==> src/rtl/call_return_stack.sv <==
//------------------------------------------------------------------------------
// Module      : call_return_stack
// Description : Hardware LIFO of return addresses / stack-transfer words for
//               the multicycle control unit. A push captures data_in (PC on
//               jal, register/ALU word on lstk); the top of stack feeds the PC
//               mux (jst) and the memory data mux (sstk).
//
// Parameters  : DATA_W  entry width
//               DEPTH   number of entries (power of two, >= 2)
//               PTR_W   derived stack pointer width, $clog2(DEPTH)
//
// Ports       : clk        rising-edge clock
//               reset      synchronous, active-high reset
//               push       push data_in this cycle (level-sampled)
//               pop        discard top entry this cycle (level-sampled)
//               data_in    word to push
//               clear_err  clears sticky overflow/underflow flags
//               data_out   top of stack, 0 when empty (combinational)
//               empty      count == 0
//               full       count == DEPTH
//               count      number of valid entries, 0..DEPTH
//               overflow   sticky: push attempted while full
//               underflow  sticky: pop attempted while empty
//
// Build option: CALL_STACK_WRAP_EN - when defined, a push while full overwrites
//               the oldest entry instead of being dropped.
//
// Revision    : 1.0 - initial release
//------------------------------------------------------------------------------
`default_nettype none

module call_return_stack #(
  parameter int DATA_W = 32,
  parameter int DEPTH  = 16,
  localparam int PTR_W = $clog2(DEPTH)
) (
  input  logic              clk,
  input  logic              reset,
  input  logic              push,
  input  logic              pop,
  input  logic [DATA_W-1:0] data_in,
  input  logic              clear_err,
  output logic [DATA_W-1:0] data_out,
  output logic              empty,
  output logic              full,
  output logic [PTR_W:0]    count,
  output logic              overflow,
  output logic              underflow
);

  localparam logic [PTR_W-1:0] SP_ONE  = PTR_W'(1);
  localparam logic [PTR_W:0]   CNT_ONE = (PTR_W+1)'(1);
  localparam logic [PTR_W:0]   CNT_MAX = (PTR_W+1)'(DEPTH);

  // Registered state
  logic [DATA_W-1:0] mem_q [DEPTH];
  logic [PTR_W-1:0]  sp_q, sp_d;
  logic [PTR_W:0]    count_q, count_d;
  logic              overflow_q, overflow_d;
  logic              underflow_q, underflow_d;

  // Storage write port, decoded combinationally
  logic              mem_we;
  logic [PTR_W-1:0]  mem_waddr;
  logic [PTR_W-1:0]  top_idx;
  logic              is_empty;
  logic              is_full;

  // sp points at the next free slot; wraps naturally because DEPTH is 2^PTR_W.
  assign top_idx  = sp_q - SP_ONE;
  assign is_empty = (count_q == '0);
  assign is_full  = (count_q == CNT_MAX);

  always_comb begin
    sp_d        = sp_q;
    count_d     = count_q;
    mem_we      = 1'b0;
    mem_waddr   = sp_q;
    // Clear first so a same-cycle error below re-sets the flag (set wins).
    overflow_d  = clear_err ? 1'b0 : overflow_q;
    underflow_d = clear_err ? 1'b0 : underflow_q;

    unique case ({push, pop})
      2'b10: begin
        if (!is_full) begin
          mem_we  = 1'b1;
          sp_d    = sp_q + SP_ONE;
          count_d = count_q + CNT_ONE;
        end else begin
          overflow_d = 1'b1;
`ifdef CALL_STACK_WRAP_EN
          // Overwrite the oldest entry: the slot at sp is the bottom when full.
          mem_we = 1'b1;
          sp_d   = sp_q + SP_ONE;
`endif
        end
      end
      2'b01: begin
        if (!is_empty) begin
          sp_d    = sp_q - SP_ONE;
          count_d = count_q - CNT_ONE;
        end else begin
          underflow_d = 1'b1;
        end
      end
      2'b11: begin
        if (!is_empty) begin
          // Replace top in place; never an error, even when full.
          mem_we    = 1'b1;
          mem_waddr = top_idx;
        end else begin
          // Empty stack cannot be full (DEPTH >= 2), so this is a plain push.
          mem_we  = 1'b1;
          sp_d    = sp_q + SP_ONE;
          count_d = count_q + CNT_ONE;
        end
      end
      default: begin
      end
    endcase
  end

  always_ff @(posedge clk) begin
    if (reset) begin
      sp_q        <= '0;
      count_q     <= '0;
      overflow_q  <= 1'b0;
      underflow_q <= 1'b0;
    end else begin
      sp_q        <= sp_d;
      count_q     <= count_d;
      overflow_q  <= overflow_d;
      underflow_q <= underflow_d;
    end
  end

  // Storage is not cleared by reset, but a push during reset must not land.
  always_ff @(posedge clk) begin
    if (!reset && mem_we) begin
      mem_q[mem_waddr] <= data_in;
    end
  end

  // Top is visible in the same cycle a pop is asserted (jst timing).
  assign data_out  = is_empty ? '0 : mem_q[top_idx];
  assign empty     = is_empty;
  assign full      = is_full;
  assign count     = count_q;
  assign overflow  = overflow_q;
  assign underflow = underflow_q;

endmodule

`default_nettype wire

==> config.mk <==
export PLATFORM = sky130hd
export DESIGN_NAME = call_return_stack
export DESIGN_NICKNAME = d
export VERILOG_FILES = /design/src/rtl/call_return_stack.sv
export SDC_FILE = /design/constraint.sdc
export NUM_CORES = 1
export LEC_CHECK = 0
export CORE_UTILIZATION = 65
export DETAILED_ROUTE_END_ITERATION = 12
export PLACE_DENSITY = 0.95
export SYNTH_ARGS = -nofsm -noshare
export SYNTH_HDL_FRONTEND = slang
export SYNTH_SLANG_ARGS = --single-unit
==> constraint.sdc <==
create_clock -name clk -period 7.9 [get_ports clk]
set_clock_uncertainty 0.2 [all_clocks]
set_input_delay 1.185 -clock clk [delete_from_list [all_inputs] [get_ports clk]]
set_output_delay 1.185 -clock clk [all_outputs]
set_load 0.005 [all_outputs]
Word-level counts from Yosys, hierarchy flattened. Memories as Yosys holds them, arrays and structs flattened. Index checks and enable logic that the tools add are counted.

Register bits: 11. Bits in latches: 0. Bits in writable memories: 512. ROM bits: 0. Bits of input ports: 37. Output and inout bits: 41. Word-level logic and storage cells: 42. Memories kept: 1.

Memory list: mem_q (words 16, bits a word 32, rd ports 1, clocked after memory_dff 0, write ports 1, RTL line 56) `logic [DATA_W-1:0] mem_q [DEPTH];`.

Add/subtract/negate cells: 4. Multiply operators: 0. Div/mod/pow operators: 0. Order comparisons: 0. Equality and inequality tests: 7. Shift-type cells: 0. Mux-type cells: 20. Bitwise gates (word level): 0. Reduce and logical (&&, ||, !) cells: 6.

Operators with widths (number): $mux 32 (1); $mux 4 (4); $mux 5 (3); $pmux 5 s3 (1); $pmux 4 s3 (1); $mux 1 (9); $ne 2x2->1 const B (3); $add 5x1->5 const B (1); $eq 5x5->1 const B (1); $logic_not 5->1 (1); $sub 5x1->5 const B (1); $add 4x1->4 const B (1); $eq 2x2->1 const B (2); $reduce_and 4->1 (1); $sub 4x1->4 const B (1); $reduce_and 3->1 (1); $reduce_bool 3->1 (1); $eq 2x1->1 const B (1); $pmux 1 s2 (1); $logic_and 1x1->1 (1); $logic_not 1->1 (1).

Longest topological paths before layout. Gate-level depths: netlist (run 1).

Word-level depth: 6. Depth in mapped cells: 11. Depth with buffers taken out: 7.

Least setup slack after synthesis (run 1). OpenSTA, ideal clock, no wires.

Path kind: register -> register. From: reg sp_q[0]. To: mem mem_q[10][0] (enable). Library setup time: 0.470 ns. Arrival time: 4.620 ns. Data required time: 7.230 ns. Path slack: 2.610 ns. Stages on the path, launching flop included: 12. Path buffers: 6. Period minus slack after synthesis: 5.290 ns. Path through: dfxtp_1 buf_2 buf_2 buf_2 inv_1 ha_1 clkbuf_1 clkbuf_1 clkbuf_1 nor2_1 mux2i_1 a211oi_1.

Longest elaborated chain between the ends: 3.

Ends and longest elaborated chain: start: declaration (RTL line 57) `logic [PTR_W-1:0] sp_q, sp_d;`; start signal: assignment (RTL line 130) `sp_q <= sp_d;`; $sub 4x1->4 (RTL line 70) `assign top_idx = sp_q - SP_ONE;`; $mux 4; $mux 4 * (RTL line 83) `unique case ({push, pop})`; end: declaration (RTL line 56).

Every way passes the cells marked *; elsewhere a longest branch is shown, timed or not.

Final worst setup path (run 1).
From: reg sp_q[0]. To: out data_out[14].

Longest elaborated chain between the ends: 3.

Ends and longest elaborated chain: $sub 4x1->4 (RTL line 70); $mem_v2 16x32; $mux 32 (RTL line 145) `assign data_out = is_empty ? '0 : mem_q[top_idx];`; end: declaration (RTL line 43) `output logic [DATA_W-1:0] data_out,`.

No other way between the ends.

==> flow_summary.ini, run 1 <==
[worst_hold_path]
hp-class = reg -> reg
hold_start = overflow$_SDFF_PP0_
whs_endpoint = overflow$_SDFF_PP0_
holdPathStages = 2

[clock_tree]
post_cts_buffers = 0
ctsHoldBuffers = 0
htree_levels = 2
cts_inserted_buffers = 49
clk_pin_slew_worst_paths_ns = 0.06
clock_sinks = 523
cts_resized = 0
insertion_delay_ns = 0.55
cts.path.max_buffers = 3
cts_tree = yes
cts-root-buf = clkbuf_16

[setup_path]
required_ns = 6.51
timing.rr.start = sp_q[0]$_SDFFE_PP0P_
cp_top_family = buffers and inverters
cp_max_fo = 46
cp-end-kind = output pin
path_depth = 7
r2r-end = mem_q[5][1]$_DFFE_PP_
reg2reg_slack_ns = 3.15
worstPathCellList = buf_4 -> o31ai_1 -> nand2_4 -> buf_4 -> mux2i_1 -> o22ai_1 -> clkdlybuf4s50_1
path_class = reg -> out
worstPathArrival_ns = 4.89
cp-start-kind = flop
cpMostUsedCell = buf_4
slowest_stage = buf_4
r2r_cells = 6
path_buf_inv = 3
slowest_delay_ns = 0.81

[floorplan]
die_w_um = 180
die_h_um = 180
start_util_pct = 66.5
design.die.area_um2 = 32300
core_area_um2 = 30800
num_rows = 64
ios = 78

[logic_synthesis]
ys_top_cells_by_area = edfxtp_1, mux4_2, mux2i_1
synth-edff-count = 512
ys.flop_type = edfxtp_1
syn_area_um2 = 20500
synth_xor_area_share_pct = 0.0854
ys_warn_count = 0
synthSimpleGateAreaFrac_pct = 1.58
ys_ff_latch = 523
synth_top_area_share_pct = 75.0
syn-num-nets = 967
yosys.area.top_type = edfxtp_1
synthArstFlopShare_pct = 0
synth_compound_area_share_pct = 2.51
syn_area_per_cell_um2 = 22.2
synth.area.mux_share_pct = 17.9
ys_types = 52
synth_top_family_by_area = multiplexers
synth_fa_ha_area_share_pct = 0.403
synth-seq-area-share_pct = 76.0
syn_inst = 924

[drt]
wl_met2_mm = 26.0
viasPerCell = 7.12
wl_met3_mm = 4.46
drt.antenna.violating_nets = 0
post_drt_wl_per_cell_um = 33.1
top_layer = met4
drt-pass1-iter-count = 7
wl_met1_mm = 16.3
wirelength_mm = 48.4
vias = 10403
drc_errors = 0
drt_iter0_markers = 1426

[timing]
rsz0062_at_grt = false
period_needed_ns = 6.27
worstMarginPinSlew_ns = 1.19
relSlewSlack_pct = 20.4
maxSlewViolCount = 0
holdWs_ns = 0.316
fmax_mhz = 159
setup_viol_count_final = 0
setup-tns-final_ns = 0
hold_violations = 0
finalCritPeriodShare_pct = 79.4

[outcome]
outcome = complete, no violations

[finish]
fin_nets = 1070
area_growth_pct = 13.9
fillers = 1507
final_core_util_pct = 75.8
drive_gt1_share_pct = 24.2
final_common_cell = edfxtp_1
final_cell_mix = edfxtp_1, mux4_2, clkdlybuf4s50_1, mux2i_1, clkbuf_16

[global_route]
grt_pass1_vias = 10825
grt.total_usage_pct = 30.1
grt_max_degree = 81
grt-ovfl-total = 0
grt_pass1_wl_mm = 69.4
antenna_found_initial = 2

[power_and_ir_drop]
power_density_nw_per_um2 = 369
share_seq_of_total_power_pct = 38.8
cell_internal_pwr_mw = 5.91
vdd_ir_drop_max_mv = 0.293
combPwrFrac_pct = 35.5
switchingPower_mw = 2.72
leakagePower_nw = 7.38
p_clk_share_pct = 25.7
p_sw_share_pct = 31.5

[placed_design]
port_buffers = 77
place.gp.congestion = 0.777
post-dp-hpwl_mm = 24.0

[job]
maxCapViolations = 0
-- layout make-up --
cell class                      count  area (um^2)  area share [%]
Sequential cell                   523        15600            66.8
Multi-Input combinational cell    341         4780            20.5
Clock buffer                       63         1320            5.65
Timing Repair Buffer              104          973            4.17
Tap cell                          396          495            2.12
Clock inverter                     25          161           0.691
Inverter                            8         30.0           0.129
Antenna cell                        2         5.00          0.0214
-- cell families (layout without fill, tap and decap cells) --
kind of cell,Yosys count,in the layout
muxes,206,206
DFF,523,523
buffers and inverters,60,200
and+or+nand+nor,58,58
adders and majority gates,6,6
other,0,2
xor gates and xnor gates,2,2
AOI/OAI and AO/OA,69,69
-- power by group through the flow --
stage | Clock (mW) | Sequential, mW | Combinational [mW]
after floorplan | 0 | 3.33 | 1.91
after global routing | 2.33 | 3.36 | 3.20
after CTS | 2.22 | 3.35 | 3.04
after global placement | 0 | 3.37 | 2.88
final | 2.22 | 3.34 | 3.07
after detailed placement | 0 | 3.39 | 2.97
-- tightest hold or removal path: stages (launching register included) --
cell,delay (ns)
dfxtp_1,0.32
nand2b_1,0.08
a21oi_1,0.06
-- through the flow --
stage | cell area (um^2) | setup slack (ns) | cells | power [mW]
2_1_floorplan | 20500 | 2.61 | 924 | 5.24
5_1_grt | 23400 | 1.33 | 1462 | 8.89
3_3_place_gp | 21900 | 2.44 | 1372 | 6.25
6_report | 23400 | 1.63 | 1462 | 8.63
4_1_cts | 23400 | 1.56 | 1460 | 8.61
3_5_place_dp | 21900 | 2.27 | 1372 | 6.36
-- worst max-delay path by stage --
stage	slack, ns	startpoint	endpoint
final	1.63	sp_q[0]$_SDFFE_PP0P_	data_out[14]
after global placement	2.44	sp_q[0]$_SDFFE_PP0P_	data_out[8]
after global routing	1.33	sp_q[0]$_SDFFE_PP0P_	data_out[14]
after CTS	1.56	sp_q[0]$_SDFFE_PP0P_	data_out[14]
after floorplan	2.61	sp_q[0]$_SDFFE_PP0P_	mem_q[10][0]$_DFFE_PP_
after detailed placement	2.27	sp_q[0]$_SDFFE_PP0P_	data_out[5]
-- routing by layer --
layer / vias up / track usage, %
li1: 4122 / -
met1: 5360 / 37.0
met2: 787 / 53.5
met3: 134 / 5.00
met4: 0 / 12.4
met5: - / 0
-- Yosys cell counts (all sizes together) (2+ instances only) --
library cell / instances
a211oi: 11
a21boi: 2
a21oi: 5
a221oi: 2
a31oi: 2
and2: 5
buf: 35
clkbuf: 17
dfxtp: 11
edfxtp: 512
ha: 5
inv: 8
mux2: 5
mux2i: 73
mux4: 128
nand2: 2
nand2b: 5
nand3: 4
nor2: 18
nor2b: 8
nor3: 8
o2111ai: 3
o21ai: 3
o22ai: 32
or2: 2
or4: 2
-- registers in the layout, indices dropped and copies added (netlist names) --
signal,flops
sp_q,4
underflow,1
count,5
mem_q,512
overflow,1
Note: power is estimated with default switching activity, not from simulation.
==> inputs of run 2 (changes only) <==
Settings changed: CORE_UTILIZATION 65 to 60, PLACE_DENSITY 0.95 to 0.9.
Clock period 7.9 ns to 6.05 ns, I/O delays scaled along.
==> flow_summary.ini, run 2 (synthesized netlist as in run 1, its figures left out) <==
[global_route]
grt.total_usage_pct = 26.9
grt_pass1_wl_mm = 67.7
antenna_found_initial = 0
grt_pass1_vias = 10731
grt_max_degree = 102
grt-ovfl-total = 0

[placed_design]
dpl_cell_area_um2 = 22000
place.gp.congestion = 0.798
dp.cells = 1426
port_buffers = 77
post-dp-hpwl_mm = 23.3
dp_worst_setup_slack_ns = 1.13

[worst_hold_path]
hp-class = reg -> reg

[finish]
fin_nets = 1072
final_cell_mix = edfxtp_1, mux4_2, clkdlybuf4s50_1, mux2i_1, clkbuf_16
area_growth_pct = 14.8
layout.cells.non_filler = 1513
largest_reg_flops = 512
antennaDiodeCount = 0
final_common_cell = edfxtp_1
drive_gt1_share_pct = 23.9
fillers = 1898
final_area_um2 = 23500
regMostFlops = mem_q
final_core_util_pct = 70.0

[floorplan]
num_rows = 67
core_area_um2 = 33600
design.die.area_um2 = 34900
die_h_um = 187
die_w_um = 187
ios = 78
start_util_pct = 61.0

[timing]
holdWs_ns = 0.277
maxSlewViolCount = 0
finalWorstSetupSlack_ns = 0.527
period_needed_ns = 5.52
worstMarginPinSlew_ns = 1.15
finalCritPeriodShare_pct = 91.3
rsz0062_at_grt = false
relSlewSlack_pct = 22.9
setup_viol_count_final = 0
fmax_mhz = 181
setup-tns-final_ns = 0
hold_violations = 0

[setup_path]
worstPathArrival_ns = 4.42
path_buf_inv = 3
required_ns = 4.94
cp_top_family = buffers and inverters
cp_max_fo = 73
cp-start-kind = flop
slowest_delay_ns = 1.05
slowest_stage = ha_4
worstPathCellList = inv_1 -> ha_4 -> buf_4 -> mux4_2 -> mux2i_1 -> o22ai_1 -> clkdlybuf4s50_1
path_class = reg -> out
cp-end-kind = output pin

[clock_tree]
cts-root-buf = clkbuf_16
cts_inserted_buffers = 49
clk_pin_slew_worst_paths_ns = 0.07
cts_resized = 0
cts.path.max_buffers = 3
htree_levels = 2
insertion_delay_ns = 0.55
clock_sinks = 523
post_cts_buffers = 0
ctsHoldBuffers = 0
cts_tree = yes

[power_and_ir_drop]
power_density_nw_per_um2 = 479
leakagePower_nw = 7.42
switchingPower_mw = 3.48
p_sw_share_pct = 30.9
combPwrFrac_pct = 35.5
finalPower_mw = 11.3
p_clk_share_pct = 25.8
vdd_ir_drop_max_mv = 0.371
share_seq_of_total_power_pct = 38.8
cell_internal_pwr_mw = 7.79

[outcome]
outcome = complete, no violations

[drt]
drt_iter0_markers = 1140
post_drt_wl_per_cell_um = 30.2
vias = 10099
drt-pass1-iter-count = 5
viasPerCell = 6.67
drc_errors = 0
drt.antenna.violating_nets = 0
wirelength_mm = 45.7

[job]
maxCapViolations = 0
run 2: path summary, 6_finish.rpt:
check	start	to	slack, ns	cells past startpoint
setup reg to reg	sp_q[0]$_SDFFE_PP0P_	mem_q[12][1]$_DFFE_PP_	1.47	6
hold / removal	overflow$_SDFF_PP0_	overflow$_SDFF_PP0_	0.28	2
setup / recovery	sp_q[0]$_SDFFE_PP0P_	data_out[1]	0.53	7
hold reg to reg	overflow$_SDFF_PP0_	overflow$_SDFF_PP0_	0.28	2
run 2: cell type report:
| type | instances | area, um^2 | area share (%) |
|---|---|---|---|
| Multi-Input combinational cell | 341 | 4780 | 20.3 |
| Tap cell | 448 | 561 | 2.38 |
| Sequential cell | 523 | 15600 | 66.3 |
| Clock inverter | 23 | 169 | 0.718 |
| Clock buffer | 64 | 1330 | 5.63 |
| Inverter | 8 | 30.0 | 0.128 |
| Timing Repair Buffer | 106 | 1080 | 4.57 |
run 2: metal layers:
metal | up-vias | part of all wire (%) | global-route usage, %
li1 | 4112 | - | -
met1 | 5230 | 36 | 35.6
met2 | 631 | 51 | 45.2
met3 | 126 | 9.1 | 4.11
met4 | 0 | 3.8 | 11.6
met5 | - | 0 | 0
run 2: power by group through the flow:
stage                     logic, mW  clock network, mW  registers, mW
after global placement         3.87                  0           4.41
after detailed placement       3.95                  0           4.44
final                          4.00               2.91           4.37
after floorplan                2.49                  0           4.35
after global routing           4.20               3.06           4.39
after CTS                      4.02               2.93           4.37
run 2: tightest hold or removal path, cell delays in order, from the launching register on:
cell      delay (ns)
dfxtp_1         0.31
nand2b_1        0.07
a21oi_1         0.05
